**config.mk**
```make
export PLATFORM = sky130hd
export DESIGN_NAME = pipeline_ctrl
export DESIGN_NICKNAME = d
export VERILOG_FILES = /design/src/rtl/pipeline_ctrl.sv
export SDC_FILE = /design/constraint.sdc
export NUM_CORES = 1
export LEC_CHECK = 0
export ABC_AREA = 1
export CAP_MARGIN = 40
export CORE_MARGIN = 2
export CORE_UTILIZATION = 45
export DETAILED_ROUTE_END_ITERATION = 7
export GPL_ROUTABILITY_DRIVEN = 0
export PLACE_DENSITY_LB_ADDON = 0.05
export SLEW_MARGIN = 15
export SYNTH_ARGS = -nofsm -noshare
export SYNTH_HDL_FRONTEND = slang
export SYNTH_SLANG_ARGS = --single-unit
```
**constraint.sdc**
```tcl
create_clock -name clk -period 2.2 [get_ports clk]
set_input_delay 0.44 -clock clk [delete_from_list [all_inputs] [get_ports clk]]
set_output_delay 0.44 -clock clk [all_outputs]
set_load 0.02 [all_outputs]
```
**src/rtl/pipeline_ctrl.sv**
```systemverilog
// ---------------------------------------------------------------------------
// pipeline_ctrl
//   Stall/flush scheduler for the 5-stage core. It arbitrates four events
//   (data-memory wait, halt request, taken-branch redirect and load-use
//   hazard) into the PC enable plus the pipeline-register enables and clears.
//   It also keeps saturating stall and flush counters for performance debug.
//
// Ports
//   clk, rst_n            clock (rising edge), asynchronous active-low reset
//   rs1_de, rs2_de        source registers of the instruction in DE
//   rd_ex, DMRd_ex        destination register of the EX instruction; EX is a load
//   br_taken_ex           EX redirects the PC (taken branch/jump)
//   dmem_req_me           MEM stage is accessing data memory
//   dmem_ready            data memory completes the access this cycle
//   halt_req, resume      enter HALT (from EX) / leave HALT (1-cycle pulse)
//   pc_en, fd_en, de_en,
//   em_en                 register enables (em_en covers EX/ME and ME/WB)
//   fd_clr, de_clr        synchronous bubble insertion into FE/DE and DE/EX
//   halted                controller sits in HALT
//   mem_err               sticky data-memory timeout flag
//   stall_cnt, flush_cnt  saturating cycle/event counters
// ---------------------------------------------------------------------------
module pipeline_ctrl #(
    parameter int MEM_TIMEOUT = 16,   // expected to be >= 2
    parameter int CNT_W       = 32
) (
    input  logic             clk,
    input  logic             rst_n,
    input  logic [4:0]       rs1_de,
    input  logic [4:0]       rs2_de,
    input  logic [4:0]       rd_ex,
    input  logic             DMRd_ex,
    input  logic             br_taken_ex,
    input  logic             dmem_req_me,
    input  logic             dmem_ready,
    input  logic             halt_req,
    input  logic             resume,
    output logic             pc_en,
    output logic             fd_en,
    output logic             de_en,
    output logic             em_en,
    output logic             fd_clr,
    output logic             de_clr,
    output logic             halted,
    output logic             mem_err,
    output logic [CNT_W-1:0] stall_cnt,
    output logic [CNT_W-1:0] flush_cnt
);

    localparam int                WC_W    = $clog2(MEM_TIMEOUT + 1);
    // wait_cnt already counts the cycle spent entering MEM_WAIT, so the
    // last permitted wait cycle is the one holding MEM_TIMEOUT-1.
    localparam logic [WC_W-1:0]   TO_LAST = WC_W'(MEM_TIMEOUT - 1);
    localparam logic [CNT_W-1:0]  CNT_MAX = '1;

    typedef enum logic [1:0] {S_RUN, S_MEM_WAIT, S_HALT} state_t;

    typedef struct packed {
        logic pc;
        logic fd;
        logic de;
        logic em;
        logic fd_clr;
        logic de_clr;
    } ctl_t;

    state_t           r_state, w_state_nxt;
    logic [WC_W-1:0]  r_wait_cnt, w_wait_nxt;
    logic             r_mem_err, w_mem_err_nxt;
    logic [CNT_W-1:0] r_stall_cnt, r_flush_cnt;

    ctl_t             w_ctl;
    logic             w_halted;
    logic             w_hazard;
    logic             w_freeze;
    logic             w_resolve;   // evaluate halt/branch/hazard priority list
    logic             w_flush;     // taken branch accepted this cycle

    // x0 is hardwired, so a load targeting it never creates a dependency.
    assign w_hazard = DMRd_ex && (rd_ex != 5'd0) &&
                      ((rs1_de == rd_ex) || (rs2_de == rd_ex));
    assign w_freeze = dmem_req_me && !dmem_ready;

    always_comb begin
        w_ctl         = '0;
        w_halted      = 1'b0;
        w_state_nxt   = r_state;
        w_wait_nxt    = r_wait_cnt;
        w_mem_err_nxt = r_mem_err;
        w_flush       = 1'b0;
        w_resolve     = 1'b0;

        case (r_state)
            S_RUN: begin
                if (w_freeze) begin
                    w_state_nxt = S_MEM_WAIT;
                    w_wait_nxt  = WC_W'(1);
                end else begin
                    w_resolve = 1'b1;
                end
            end
            S_MEM_WAIT: begin
                if (!dmem_ready) begin
                    w_wait_nxt = r_wait_cnt + 1'b1;
                    if (r_wait_cnt == TO_LAST) begin
                        w_state_nxt   = S_HALT;
                        w_wait_nxt    = '0;
                        w_mem_err_nxt = 1'b1;
                    end
                end else begin
                    // Registers held during the wait, so the events that
                    // were masked are re-judged now that memory is done.
                    w_resolve = 1'b1;
                end
            end
            S_HALT: begin
                w_halted = 1'b1;
                if (resume)
                    w_state_nxt = S_RUN;
            end
            default: w_state_nxt = S_RUN;
        endcase

        if (w_resolve) begin
            w_state_nxt = S_RUN;
            w_wait_nxt  = '0;
            if (halt_req) begin
                w_state_nxt = S_HALT;
            end else if (br_taken_ex) begin
                // DE instruction is squashed, so any hazard is irrelevant.
                w_ctl   = '1;
                w_flush = 1'b1;
            end else if (w_hazard) begin
                // Hold PC and FE/DE, push one bubble into EX.
                w_ctl.de     = 1'b1;
                w_ctl.em     = 1'b1;
                w_ctl.de_clr = 1'b1;
            end else begin
                w_ctl.pc = 1'b1;
                w_ctl.fd = 1'b1;
                w_ctl.de = 1'b1;
                w_ctl.em = 1'b1;
            end
        end
    end

    always_ff @(posedge clk or negedge rst_n) begin
        if (!rst_n) begin
            r_state     <= S_RUN;
            r_wait_cnt  <= '0;
            r_mem_err   <= 1'b0;
            r_stall_cnt <= '0;
            r_flush_cnt <= '0;
        end else begin
            r_state    <= w_state_nxt;
            r_wait_cnt <= w_wait_nxt;
            r_mem_err  <= w_mem_err_nxt;
            if (!w_ctl.pc && (r_stall_cnt != CNT_MAX))
                r_stall_cnt <= r_stall_cnt + 1'b1;
            if (w_flush && (r_flush_cnt != CNT_MAX))
                r_flush_cnt <= r_flush_cnt + 1'b1;
        end
    end

    // Reset forces the outputs immediately, independent of the clock.
    assign pc_en     = rst_n && w_ctl.pc;
    assign fd_en     = rst_n && w_ctl.fd;
    assign de_en     = rst_n && w_ctl.de;
    assign em_en     = rst_n && w_ctl.em;
    assign fd_clr    = !rst_n || w_ctl.fd_clr;
    assign de_clr    = !rst_n || w_ctl.de_clr;
    assign halted    = rst_n && w_halted;
    assign mem_err   = r_mem_err;
    assign stall_cnt = r_stall_cnt;
    assign flush_cnt = r_flush_cnt;

endmodule
```
==> metrics <==
status complete, no violations; num ports 95; synth unique cells 35; initial core utilization 0.465; # setup viols final 0; final wirelength 13.5 mm; CTS buffer count 9; area of the multi-input gates 2770 µm²; clk_skew 0.0148 ns; initial antenna violation count 0; number of DRC markers in iteration 0 432; largest net degree at the start of global routing 66; first-pass GRT wire length 22.5 mm; Slew Limit Fails 0; core area 10400 µm²; CTS Sinks 72; pwr/cell area 669 nW/µm²; worst skew pair latency 0.36 ns; antenna cells 0; WS Path Type in2out; Main synth FF type dfrtp_1; Relative slew margins 0.699; Final Hold Viols 0; WP data arrival 1.68 ns; Synthesis Warnings 0; via count 5032; min-delay worst type in2async; drt first pass iters 5; worst path required time 1.76 ns; Netlist Area Pre-Place 4850 µm²; post-CTS setup buffer count 0; Final Power 4.21 mW; global-route usage over all layers 0.243; vias in the first global route 4684; Max-Cap Viols 0; setup TNS 0 ns; FF+latch count, synth 72; drt drc 0; die area 11600 µm²; Syn Nets 742; fin nets 851; root buffer cell clkbuf_8; register area share after synthesis 0.372; vias per inst 5.21; H-tree Lvls 3; final design utilization 0.604; Clock Pin Slew Worst Setup and Hold Paths 0.09 ns; RSZ-0062 raised after global routing true; TritonCTS clock tree built; Peak VDD IR 0.436 mV; async set-reset flop share out of synthesis 1.00; Filler cells 999; FMAX 0.472 GHz; fin cells 966; wire per inst 14.0 µm; Cells after DPL 948; buffers added on ports 94; CP Max Fanout 2; CTS Buffer Depth 2; Horiz. Die Dim 108 µm; Detailed Place HPWL 10.1 mm; Die H 108 µm; FF-to-FF path depth 10; row cnt 37; crit start category input port; Post-synth EDFFs 0; leakage 3.04 nW; Layout area overhead 29.8%; Cells after Synth 716; Slew @ Worst Pin 0.447 ns; final critical-path required period 2.12 ns; flip-flop and latch area 1800 µm²; Tcrit/Tclk final 0.963; CP endpoint kind output port; remaining antenna violation count 0; share of layout cells above drive strength 1 0.0819; total gr overflow 0; Synth Area per Inst 6.77 µm²
==> power breakdown <==
part           internal, mW  switching (mW)  leakage, nW
logic                 0.573           0.776         1.95
registers              1.47           0.202        0.982
clock network         0.640           0.543        0.110
total                  2.69            1.52         3.04
==> logic make-up (layout without fill, tap and decap cells) <==
| kind of cell | count (synthesis) | after routing | synth area share |
|---|---|---|---|
| and+or+nand+nor | 517 | 517 | 0.461 |
| AOI/OAI and AO/OA | 15 | 15 | 0.0181 |
| DFF | 72 | 72 | 0.372 |
| buffers and inverters | 67 | 181 | 0.0653 |
| xor gates and xnor gates | 42 | 42 | 0.0759 |
| adders and majority gates | 3 | 3 | 0.00774 |
==> layout by cell type (no fill, tap or decap), types with 9 or more instances in the layout <==
| master | n |
|---|---|
| xnor2_1 | 10 |
| inv_1 | 46 |
| nand4_1 | 41 |
| dfrtp_1 | 72 |
| dlymetal6s2s_1 | 11 |
| nor2_1 | 103 |
| nand3b_1 | 18 |
| nor3_1 | 11 |
| xor2_1 | 32 |
| clkbuf_8 | 9 |
| buf_4 | 22 |
| nand2_1 | 305 |
| clkdlybuf4s50_1 | 71 |
| nand3_1 | 18 |
==> cell usage after synthesis, types with 2 or more instances <==
master | instances | share of area
xor2_1 | 32 | 0.058
nand4_1 | 41 | 0.053
buf_1 | 3 | 0.0023
o21ai_1 | 3 | 0.0031
dfrtp_1 | 72 | 0.37
xnor2_1 | 10 | 0.018
nor2_2 | 4 | 0.0052
nand3b_1 | 18 | 0.028
nor2_4 | 2 | 0.0046
nand3_2 | 2 | 0.0041
nor3_1 | 11 | 0.011
buf_2 | 5 | 0.0052
nand3_1 | 18 | 0.019
o21ai_0 | 5 | 0.0052
buf_6 | 6 | 0.014
nor4_1 | 3 | 0.0039
buf_4 | 3 | 0.0046
nand2_1 | 308 | 0.24
a21oi_1 | 2 | 0.0021
nor2_1 | 104 | 0.081
inv_1 | 46 | 0.036
ha_1 | 3 | 0.0077
clkbuf_1 | 2 | 0.0015
nand2_2 | 2 | 0.0026
==> area by class of cell <==
| class | count | share of cell area |
|---|---|---|
| multi-input combinational | 577 | 0.440 |
| sequential | 72 | 0.286 |
| timing repair buffer | 117 | 0.183 |
| inverter | 48 | 0.0290 |
| tap | 136 | 0.0270 |
| clock buffer | 9 | 0.0197 |
| clock inverter | 7 | 0.0151 |
==> metal layers <==
metal  wire length (µm)  GRT usage
met5                  0          0
met4                242     0.0888
met3               1030     0.0448
met2               5690      0.344
met1               6570      0.366
==> per-stage QoR <==
step,worst slack (ns),hold slack [ns],instance area (µm²)
after floorplan,0.0507,0.144,4850
after global placement,-0.450,0.287,5980
after detailed placement,-0.511,0.287,5980
after CTS,0.00318,0.369,6190
after global routing,-0.0358,0.0388,6290
final,0.0817,0.0436,6290
==> registers in the layout, indices dropped and copies added, names as in the netlist <==
register / count
flush_cnt: 32
mem_err: 1
r_wait_cnt: 5
r_state: 2
stall_cnt: 32
==> repair_timing <==
item / CTS / global route
endpoints found under the setup margin: 7 / 37
hold buffers: 1 / 0
cloned: 0 / 0
resized for setup: 33 / 23
pin swaps: 0 / 14
hold endpoints to repair: 7 / 0
==> critical path, cell delays in order <==
cell and delay, ns:
clkdlybuf4s50_1 0.41, xnor2_1 0.14, nand3_1 0.10, nand2_1 0.07, nand2_2 0.11, nand2_4 0.07
a21oi_4 0.18, buf_6 0.14
==> final timing paths <==
kind,from,endpoint,slack (ns)
max reg2reg,flush_cnt[0]$_DFFE_PN0P_,flush_cnt[7]$_DFFE_PN0P_,0.21
max in group asynchronous,rst_n,r_state[0]$_DFFE_PN0P_,1.32
min,rst_n,flush_cnt[27]$_DFFE_PN0P_,0.04
min reg2reg,mem_err$_DFFE_PN0P_,mem_err$_DFFE_PN0P_,0.49
min in group clk,dmem_ready,r_wait_cnt[1]$_DFFE_PN0P_,0.47
max,rs2_de[4],fd_en,0.08
(Power assumes the default switching activity.)
